[config.mk]
export PLATFORM = sky130hd
export DESIGN_NAME = pc_fetch_ctrl
export DESIGN_NICKNAME = d
export VERILOG_FILES = /design/src/rtl/pc_fetch_ctrl.sv
export SDC_FILE = /design/constraint.sdc
export NUM_CORES = 1
export LEC_CHECK = 0
export ABC_CLOCK_PERIOD_IN_PS = 3500
export CAP_MARGIN = 20
export CELL_PAD_IN_SITES_DETAIL_PLACEMENT = 1
export CELL_PAD_IN_SITES_GLOBAL_PLACEMENT = 1
export CORE_MARGIN = 4
export CORE_UTILIZATION = 50
export DETAILED_ROUTE_END_ITERATION = 8
export DONT_BUFFER_PORTS = 1
export PLACE_DENSITY = 0.8
export SLEW_MARGIN = 20
export SYNTH_ARGS = -nofsm -noshare
export SYNTH_HDL_FRONTEND = slang
export SYNTH_SLANG_ARGS = --single-unit
[constraint.sdc]
create_clock -name clock -period 3.5 [get_ports clock]
set_input_delay 0.7 -clock clock [delete_from_list [all_inputs] [get_ports clock]]
set_output_delay 0.7 -clock clock [all_outputs]
set_load 0.02 [all_outputs]
[src/rtl/pc_fetch_ctrl.sv]
// pc_fetch_ctrl: program-counter register and fetch-request sequencer (BOOT -> FETCH <-> STALL).
// Latency: pc updates on the edge after an accepted fetch; fetch_valid is combinational in the same cycle.
// Backpressure: imem_ready=0 or stall=1 holds pc; redirects seen while held are parked in a pending register.
// Optional build macro PC_EXCEPTION_EN adds exc_req/epc and the EXC_VECTOR redirect.
module pc_fetch_ctrl #(
  parameter logic [31:0] RESET_PC   = 32'h00000000
`ifdef PC_EXCEPTION_EN
  , parameter logic [31:0] EXC_VECTOR = 32'h80000180
`endif
) (
  input  logic        clock,
  input  logic        reset,
  input  logic [31:0] pc_increment,
  input  logic [31:0] branch_target,
  input  logic        branch_taken,
  input  logic [31:0] jump_target,
  input  logic        jump,
  input  logic        stall,
  input  logic        imem_ready,
`ifdef PC_EXCEPTION_EN
  input  logic        exc_req,
  output logic [31:0] epc,
`endif
  output logic [31:0] pc,
  output logic        imem_req,
  output logic        fetch_valid
);

  typedef enum logic [1:0] {
    BOOT  = 2'd0,
    FETCH = 2'd1,
    STALL = 2'd2
  } state_t;

  localparam logic [31:0] ALIGN_MASK = 32'hFFFFFFFC;

  state_t      state_q, state_d;
  logic [31:0] pc_q, pc_d;
  logic        imem_req_q, imem_req_d;
  logic        pend_vld_q, pend_vld_d;
  logic [31:0] pend_tgt_q, pend_tgt_d;
`ifdef PC_EXCEPTION_EN
  logic [31:0] epc_q, epc_d;
`endif

  // Word-aligned versions of every source pc can be loaded from.
  logic [31:0] jump_al;
  logic [31:0] branch_al;
  logic [31:0] inc_al;
  logic [31:0] redirect_tgt;
  logic [31:0] next_pc;
  logic        redirect;
  logic        advance;

  assign jump_al      = jump_target & ALIGN_MASK;
  assign branch_al    = branch_target & ALIGN_MASK;
  assign inc_al       = pc_increment & ALIGN_MASK;
  assign redirect     = jump | branch_taken;
  // Jump beats branch when both arrive together.
  assign redirect_tgt = jump ? jump_al : branch_al;

  assign fetch_valid  = imem_req_q & imem_ready & ~stall;
  assign advance      = fetch_valid;

  // Next fetch address: fresh redirect, then parked redirect, then sequential pc+4.
  always_comb begin
    next_pc = inc_al;
    if (jump) begin
      next_pc = jump_al;
    end else if (branch_taken) begin
      next_pc = branch_al;
    end else if (pend_vld_q) begin
      next_pc = pend_tgt_q;
    end
  end

  // Next-state computation for the FSM, pc, pending redirect and epc.
  always_comb begin
    state_d    = state_q;
    pc_d       = pc_q;
    imem_req_d = imem_req_q;
    pend_vld_d = pend_vld_q;
    pend_tgt_d = pend_tgt_q;
`ifdef PC_EXCEPTION_EN
    epc_d      = epc_q;
`endif

    case (state_q)
      BOOT: begin
        state_d    = FETCH;
        imem_req_d = 1'b1;
      end
      FETCH: begin
        if (stall) begin
          state_d    = STALL;
          imem_req_d = 1'b0;
        end
      end
      STALL: begin
        if (!stall) begin
          state_d    = FETCH;
          imem_req_d = 1'b1;
        end
      end
      default: begin
        state_d    = BOOT;
        imem_req_d = 1'b0;
      end
    endcase

    // An accepted fetch loads pc and consumes any parked redirect;
    // otherwise a redirect is parked (a newer one replaces an older one).
    if (advance) begin
      pc_d       = next_pc;
      pend_vld_d = 1'b0;
    end else if (redirect) begin
      pend_vld_d = 1'b1;
      pend_tgt_d = redirect_tgt;
    end

`ifdef PC_EXCEPTION_EN
    // Exceptions pre-empt everything except BOOT and ignore stall/ready.
    if (exc_req && (state_q != BOOT)) begin
      pc_d       = EXC_VECTOR & ALIGN_MASK;
      epc_d      = pc_q;
      state_d    = FETCH;
      imem_req_d = 1'b1;
      pend_vld_d = 1'b0;
    end
`endif
  end

  // State, pc and registered outputs; synchronous reset wins over all inputs.
  always_ff @(posedge clock) begin
    if (reset) begin
      state_q    <= BOOT;
      pc_q       <= RESET_PC & ALIGN_MASK;
      imem_req_q <= 1'b0;
      pend_vld_q <= 1'b0;
      pend_tgt_q <= 32'h0;
`ifdef PC_EXCEPTION_EN
      epc_q      <= 32'h0;
`endif
    end else begin
      state_q    <= state_d;
      pc_q       <= pc_d;
      imem_req_q <= imem_req_d;
      pend_vld_q <= pend_vld_d;
      pend_tgt_q <= pend_tgt_d;
`ifdef PC_EXCEPTION_EN
      epc_q      <= epc_d;
`endif
    end
  end

  assign pc       = pc_q;
  assign imem_req = imem_req_q;
`ifdef PC_EXCEPTION_EN
  assign epc      = epc_q;
`endif

endmodule

==> results.cfg, run 1 <==
[synthesis]
synthCells = 327
ys_ff_latch = 63
synth.distinct_cells = 25
yosysSeqAreaShare = 0.3782
synth.avg_cell_area_um2 = 10.20
ys_warn_count = 0
synth.cell_area_um2 = 3334

[placed_design]
port_buffers = 0
place.gp.congestion = 0.7200
hpwl_um = 6275

[pwr]
p_leak_nw = 1.315
power_density_nw_per_um2 = 496.7
irDropWorstVdd_mv = 0.2297

[floorplanning]
dieArea_um2 = 8040
die_h_um = 89.67
die-width_um = 89.67
start_util = 0.5192
io_pins = 136
num_rows = 29
coreArea_um2 = 6422

[worst_setup_path]
cp-start-kind = register
critical-path-top-delay-family = flip-flops
worst-r2r-setup-slack_ps = 1330
path_cells = nand3b_2 -> inv_2
cp_num_buf_inv = 1
endpoint_kind = output port
critical_path_class = reg -> out
cp_slowest_cell = dfxtp_1
slowest_delay_ps = 530
cp_max_fo = 33
cp.required_ps = 2800
cp.arrival_ps = 1510

[timing]
timing.hold.ws_ps = 435.1
fin_crit_ps = 2214
max_freq_ghz = 0.4516
worst_pin_slew_ps = 770.9
setup_viol = 0
fin_tns_setup_ps = 0
fin_skew_ps = 7.481
slew_headroom = 0.4861
hold_violations = 0
drv_slew = 0
grt_setup_unrepaired = false
fin_crit_sh = 0.6327

[cts]
clkTransAtPathRegs_ps = 70
cts_buffer_depth = 2
numCtsBuffers = 9
hold_buffers = 0
cts_root_buf = clkbuf_8
cts_max_level = 3
cts_resized = 0
cts_setup_buffers = 0
cts.sinks = 63
clkLatencyLatePin_ps = 330
cts_tree = built

[route]
routed_wl_um = 9521
vias = 2684
drtIter0Drc = 194
wire_per_inst_um = 24.67
antenna_left = 0
vias_per_cell = 6.953
route.detailed.drc = 0
dr.pass1.iters = 8

[finish]
layout-drive-gt1-share = 0.1909
syn_to_final_growth_pct = 3.827
antennaDiodeCount = 0
fillers = 698
layout.nets = 407

[global_routing]
grt_pass1_vias = 2773
antenna_found_initial = 0
grt_pass1_wl_um = 14500
grt_max_degree = 65
grt_overflow_total = 0
grt_util_all_layers = 0.2381

[hold_path]
min_path_type = in -> reg

[flow_run]
cap_violations = 0

[run_status]
status = completed
-- sequential cells by signal, indices dropped and copies added, names as in the netlist --
signal      flops
pend_vld_q      1
state_q         1
pc             30
imem_req        1
pend_tgt_q     30
-- per-layer routing --
metal | vias up | global-route usage | wire [µm]
li1 | 1241 | - | -
met3 | 10 | 0.09124 | 961
met2 | 126 | 0.3916 | 4603
met5 | - | 0 | 0
met4 | 0 | 0.08660 | 129
met1 | 1307 | 0.2822 | 3826
-- cell usage after synthesis, drive strengths merged --
| cell type | number | area [µm²] |
|---|---|---|
| o31ai | 1 | 12.51 |
| a21oi | 30 | 150.1 |
| nand3b | 2 | 18.77 |
| nor3b | 1 | 7.510 |
| conb | 1 | 3.750 |
| nor2b | 1 | 8.760 |
| mux2i | 31 | 310.3 |
| inv | 1 | 3.750 |
| maj3 | 1 | 10.01 |
| a222oi | 29 | 290.3 |
| buf | 27 | 172.7 |
| xnor2 | 1 | 8.760 |
| clkbuf | 14 | 52.55 |
| a211oi | 59 | 442.9 |
| nor2 | 33 | 126.4 |
| dfxtp | 63 | 1261 |
| mux2 | 30 | 442.9 |
| o21ai | 1 | 5.000 |
| or2 | 1 | 6.260 |
-- cells by family after synthesis --
group / after synthesis / synth area share
AOI/OAI and AO/OA: 120 / 0.2702
DFF: 63 / 0.3782
muxes: 61 / 0.2259
buffers and inverters: 42 / 0.06867
and+or+nand+nor: 38 / 0.05029
adders and majority gates: 1 / 0.003002
other: 1 / 0.001125
xor gates and xnor gates: 1 / 0.002627
-- power breakdown --
part	internal (mW)	total, mW	switching [mW]
combinational	0.138	0.248	0.110
clock	0.360	0.637	0.276
sequential	0.770	0.835	0.0652
-- per-stage QoR --
stage	instances	setup WS [ps]	instance area [µm²]	power, mW	util
6_report	386	1286	3462	1.720	0.5391
2_1_floorplan	328	1348	3338	1.078	-
4_1_cts	386	1226	3462	1.738	0.5391
5_1_grt	386	1140	3462	1.801	0.5391
3_3_place_gp	371	1202	3266	1.086	0.5085
3_5_place_dp	371	1159	3266	1.099	0.5085
-- layout make-up --
class,instances,area [µm²],share of cell area
flip-flops and latches,63,1262,0.3647
clock buffers,11,151.4,0.04373
repair buffers,7,52.55,0.01518
clock inverters,4,45.04,0.01301
well taps,77,96.34,0.02783
multi-input cells,223,1851,0.5345
inverters,1,3.754,0.001084
-- path summary, 6_finish.rpt --
| kind | start | endpoint | cells after the start |
|---|---|---|---|
| worst max register to register | pend_vld_q | pc[14] | 4 |
| worst min-delay path | reset | imem_req | 1 |
| worst max-delay path | imem_req | fetch_valid | 2 |
| worst min register to register | pend_tgt_q[18] | pend_tgt_q[18] | 2 |
-- cells in the final DEF, fill, tap and decap left out --
master	count
dfxtp_2	1
clkbuf_8	11
mux2_2	2
dfxtp_1	62
mux2_4	28
nand3b_1	1
xnor2_1	1
bufinv_16	1
or2_1	1
nor2_2	2
clkinv_2	3
a211oi_1	59
nor3b_1	1
a222oi_1	29
nand3b_2	1
conb_1	2
maj3_1	1
o21ai_1	1
nor2_1	31
mux2i_1	31
inv_2	1
a21oi_1	30
o31ai_2	1
buf_4	7
nor2b_2	1
-- worst register-to-register path: cells and delay by family, from the launching register on --
kind	cells	cell delay (ps)
compound gates	2	500
buf+inv	1	370
flops	1	830
mux	1	330
Note: power is estimated with default switching activity, not from simulation.
==> run 2: changes to the inputs <==
--- a/config.mk
+++ b/config.mk
@@ -5,15 +5,15 @@
 export SDC_FILE = /design/constraint.sdc
 export NUM_CORES = 1
 export LEC_CHECK = 0
-export ABC_CLOCK_PERIOD_IN_PS = 3500
+export ABC_CLOCK_PERIOD_IN_PS = 1900
 export CAP_MARGIN = 20
 export CELL_PAD_IN_SITES_DETAIL_PLACEMENT = 1
 export CELL_PAD_IN_SITES_GLOBAL_PLACEMENT = 1
 export CORE_MARGIN = 4
-export CORE_UTILIZATION = 50
+export CORE_UTILIZATION = 42
 export DETAILED_ROUTE_END_ITERATION = 8
 export DONT_BUFFER_PORTS = 1
-export PLACE_DENSITY = 0.8
+export PLACE_DENSITY = 0.71
 export SLEW_MARGIN = 20
 export SYNTH_ARGS = -nofsm -noshare
 export SYNTH_HDL_FRONTEND = slang
==> constraint.sdc (replaced) <==
create_clock -name clock -period 1.9 [get_ports clock]
set_input_delay 0.38 -clock clock [delete_from_list [all_inputs] [get_ports clock]]
set_output_delay 0.38 -clock clock [all_outputs]
set_load 0.02 [all_outputs]
==> run 2 against run 1 <==
  * Register-to-register slack got worse by 990 ps
  * Count of clock-buffer cells in the layout rose by 1
  * Clock skew barely moved
==> results.cfg, run 2 (synthesis results as in run 1) <==
[run_status]
status = completed

[worst_setup_path]
reg2regPathDepth = 4
endpoint_kind = output port
cp.required_ps = 1520
worst-r2r-setup-slack_ps = 340
cp.arrival_ps = 1330
critical_path_class = reg -> out
rr_endpoint = pc[23]
cp_max_fo = 29
cp-start-kind = register
reg2reg_from = pend_vld_q

[flow_run]
cap_violations = 0

[timing]
fin_tns_setup_ps = 0
hold_violations = 0
setup_viol = 0
max_freq_ghz = 0.5863
fin_crit_sh = 0.8978
drv_slew = 0
timing.hold.ws_ps = 125.1
grt_setup_unrepaired = false
fin_skew_ps = 7.688
fin_crit_ps = 1706

[finish]
final_cell_mix = 62 x dfxtp_1, 59 x a211oi_1, 31 x mux2i_1, 31 x nor2_1, 30 x a21oi_1
layout-drive-gt1-share = 0.1975
antennaDiodeCount = 0
fillers = 833
final_common_cell = dfxtp_1
syn_to_final_growth_pct = 6.604
layout.nets = 411

[cts]
cts.sinks = 63
cts_buffer_depth = 2
clkTransAtPathRegs_ps = 70
clkLatencyLatePin_ps = 330
cts_resized = 0
cts_root_buf = clkbuf_8
cts_tree = built
cts_setup_buffers = 0
numCtsBuffers = 9
cts_max_level = 3
hold_buffers = 0

[pwr]
switchingPower_mw = 0.8336
swShare = 0.2641
seqPwrFrac = 0.481
irDropWorstVdd_mv = 0.3574
p_clk_frac = 0.365
power_density_nw_per_um2 = 887.9
pwr-share-comb = 0.154
internal_power_mw = 2.322
p_leak_nw = 1.341

[floorplanning]
start_util = 0.4315
dieArea_um2 = 9428
num_rows = 32
die-width_um = 97.10
coreArea_um2 = 7727
io_pins = 136
die_h_um = 97.10

[global_routing]
grt_pass1_vias = 2847
grt_pass1_wl_um = 15500
antenna_found_initial = 0
grt-busiest-layer = met2
met1_usage = 0.2508
grt_max_degree = 65
grt_util_all_layers = 0.2021
grt_use_met2 = 0.3339
use_met3 = 0.06461
grt_overflow_total = 0

[route]
antenna_left = 0
vias = 2680
vias_per_cell = 6.442
dr.pass1.iters = 6
wire_per_inst_um = 23.03
drtIter0Drc = 176
route.detailed.drc = 0
routed_wl_um = 9582

[placed_design]
hpwl_um = 6229
place.gp.congestion = 0.7250
port_buffers = 0

[hold_path]
hold_start = reset
hold_depth = 1
min_path_type = in -> reg
hold_end = pc[17]
## run 2: cell types whose count changed in the layout (fill, tap and decap cells not counted), sizes merged
cell | previous run | this run
buf | 7 | 11
clkbuf | 11 | 12
## run 2: final cells by class
| class | count | area (µm²) | area share |
|---|---|---|---|
| tap | 102 | 127.6 | 0.03590 |
| timing repair buffer | 11 | 120.1 | 0.03379 |
| sequential | 63 | 1262 | 0.3552 |
| clock buffer | 12 | 145.1 | 0.04083 |
| clock inverter | 4 | 45.04 | 0.01267 |
| inverter | 1 | 3.754 | 0.001056 |
| multi-input combinational | 223 | 1851 | 0.5206 |
## run 2: worst max path at each step
stage	from	end	slack (ps)	cells past startpoint
after floorplan	imem_req	fetch_valid	360	3
after global placement	pend_vld_q	pc[2]	390	4
after detailed placement	branch_taken	pc[12]	320	4
after CTS	imem_req	fetch_valid	170	3
after global routing	imem_req	fetch_valid	100	3
final	imem_req	fetch_valid	190	3
## run 2: critical path, stage by stage (launching register included)
cell      delay, ps
dfxtp_1         520
nand3b_2        140
inv_2           130
buf_12          190
## run 2: through the flow
| step | power [mW] | util | std cells | instance area [µm²] | worst slack [ps] |
|---|---|---|---|---|---|
| 5_1_grt | 3.316 | 0.4600 | 416 | 3555 | 100.2 |
| 2_1_floorplan | 1.987 | - | 328 | 3338 | 358.6 |
| 4_1_cts | 3.196 | 0.4600 | 416 | 3555 | 166.7 |
| 3_3_place_gp | 2.016 | 0.4354 | 400 | 3364 | 393.5 |
| 6_report | 3.156 | 0.4600 | 416 | 3555 | 194.3 |
| 3_5_place_dp | 2.037 | 0.4354 | 400 | 3364 | 321.7 |
## run 2: layer usage
layer	up-vias	wire length (µm)
met3	14	735
met2	107	4635
li1	1251	-
met4	0	123
met5	-	0
met1	1308	4088
## run 2: power by group through the flow
stage | Clock [mW] | Sequential, mW | Combinational, mW
after floorplan | 0 | 1.53 | 0.457
after global placement | 0 | 1.54 | 0.472
after detailed placement | 0 | 1.55 | 0.489
after CTS | 1.19 | 1.52 | 0.491
after global routing | 1.25 | 1.53 | 0.539
final | 1.15 | 1.52 | 0.486
==> run 3: changes to the inputs <==
==> config.mk (replaced) <==
export PLATFORM = sky130hd
export DESIGN_NAME = pc_fetch_ctrl
export DESIGN_NICKNAME = d
export VERILOG_FILES = /design/src/rtl/pc_fetch_ctrl.sv
export SDC_FILE = /design/constraint.sdc
export NUM_CORES = 1
export LEC_CHECK = 0
export ABC_CLOCK_PERIOD_IN_PS = 2200
export CAP_MARGIN = 20
export CORE_MARGIN = 4
export CORE_UTILIZATION = 57
export DETAILED_ROUTE_END_ITERATION = 8
export DONT_BUFFER_PORTS = 1
export PLACE_DENSITY = 0.68
export SLEW_MARGIN = 20
export SYNTH_ARGS = -nofsm -noshare
export SYNTH_HDL_FRONTEND = slang
export SYNTH_SLANG_ARGS = --single-unit
==> constraint.sdc (replaced) <==
create_clock -name clock -period 2.2 [get_ports clock]
set_input_delay 0.44 -clock clock [delete_from_list [all_inputs] [get_ports clock]]
set_output_delay 0.44 -clock clock [all_outputs]
set_load 0.02 [all_outputs]
==> run 3 against run 2 <==
  * Worst setup slack better by 150 ps
  * Global-route usage is 3.8 points higher
  * Clock power shrank 13%
  * Largest cell class unchanged
==> results.cfg, run 3 (synthesis results as in run 1) <==
[floorplanning]
die_h_um = 84.49
io_pins = 136
coreArea_um2 = 5574
dieArea_um2 = 7138
die-width_um = 84.49
num_rows = 27
start_util = 0.5982

[timing]
drv_slew = 0
max_freq_ghz = 0.5395
setup_ws_ps = 346.4
fin_crit_ps = 1854
fin_tns_setup_ps = 0
fin_crit_sh = 0.8425
timing.hold.ws_ps = 182.8
slew_headroom = 0.6067
setup_viol = 0
hold_violations = 0
grt_setup_unrepaired = false
worst_pin_slew_ps = 589.9
fin_skew_ps = 6.845

[pwr]
irDropWorstVdd_mv = 0.4520
p_leak_nw = 1.347
pwr-share-comb = 0.149
seqPwrFrac = 0.484
power_density_nw_per_um2 = 775.2
p_clk_frac = 0.367
switchingPower_mw = 0.6929
total_power_mw = 2.718
swShare = 0.2550
internal_power_mw = 2.025

[finish]
antennaDiodeCount = 0
layout-drive-gt1-share = 0.2038
layout.nets = 412
final_common_cell = dfxtp_1
fin_util = 0.6290
final_cell_mix = 62 x dfxtp_1, 59 x a211oi_1, 31 x mux2i_1, 31 x nor2_1, 30 x a21oi_1
final-seq-area_um2 = 1262
multi_input_area_um2 = 1851
final_area_um2 = 3506
syn_to_final_growth_pct = 5.141
fillers = 500
final_cell_count_no_fill = 386

[cts]
cts_max_level = 3
numCtsBuffers = 9
clkLatencyLatePin_ps = 330
cts_resized = 0
cts_root_buf = clkbuf_8
cts.sinks = 63
cts_setup_buffers = 0
cts_buffer_depth = 2
hold_buffers = 0
cts_tree = built
clkTransAtPathRegs_ps = 60

[worst_setup_path]
endpoint_kind = output port
cp.required_ps = 1760
reg2reg_from = pend_vld_q
cp.arrival_ps = 1410
rr_endpoint = pc[10]
cp_max_fo = 29
critical_path_class = reg -> out
startpoint = imem_req
cp-start-kind = register
cp-endpoint = fetch_valid
reg2regPathDepth = 4
worst-r2r-setup-slack_ps = 430

[route]
vias = 2600
wire_per_inst_um = 21.89
route.detailed.drc = 0
antenna_left = 0
vias_per_cell = 6.736
routed_wl_um = 8448
dr.pass1.iters = 9
drtIter0Drc = 241

[flow_run]
cap_violations = 0

[placed_design]
dp_cells = 371
place_area_um2 = 3309
pre_cts_slack_ps = 441.9
port_buffers = 0
place.gp.congestion = 0.7733
hpwl_um = 5507

[global_routing]
grt_pass1_vias = 2756
grt_overflow_total = 0
grt_pass1_wl_um = 13850
grt_util_all_layers = 0.2403
antenna_found_initial = 0
grt_max_degree = 65

[hold_path]
min_path_type = in -> reg

[run_status]
status = completed
==> run 3: cell types whose count changed in the layout (fill, tap and decap cells not counted), sizes merged <==
| cell | change |
|---|---|
| clkbuf | -1 |
| buf | +1 |
==> run 3: how the worst min path moves through the flow <==
stage,end,from,cells after the start,slack [ps]
2_1_floorplan,pend_tgt_q[2],pend_tgt_q[2],2,490
3_3_place_gp,pend_tgt_q[23],pend_tgt_q[23],2,500
3_5_place_dp,pend_tgt_q[25],pend_tgt_q[25],2,510
4_1_cts,pend_vld_q,reset,1,160
5_1_grt,pc[2],reset,1,160
6_report,pend_vld_q,reset,1,180
==> run 3: layout make-up <==
type,count,area share
sequential,63,0.3601
clock inverter,4,0.01285
inverter,1,0.001071
timing repair buffer,12,0.02926
tap,72,0.02570
multi-input combinational,223,0.5278
clock buffer,11,0.04318
==> run 3: layer usage <==
| layer | vias up | share of wire | wire length, µm | global-route usage |
|---|---|---|---|---|
| met4 | 0 | 0.015 | 125 | 0.08633 |
| li1 | 1245 | - | - | - |
| met5 | - | 0 | 0 | 0 |
| met1 | 1216 | 0.42 | 3511 | 0.3026 |
| met2 | 125 | 0.46 | 3928 | 0.3843 |
| met3 | 14 | 0.10 | 882 | 0.07949 |
==> run 3: power by group through the flow <==
stage	registers [mW]	clock network, mW	logic (mW)
after floorplan	1.32	0	0.394
after global placement	1.34	0	0.396
after detailed placement	1.34	0	0.403
after CTS	1.32	1.02	0.404
after global routing	1.32	1.08	0.448
final	1.32	0.997	0.405
==> run 3: worst max-delay path, cell delays in order (launching register included) <==
cell,delay [ps]
dfxtp_1,520
nand3b_2,140
inv_2,90
buf_4,320
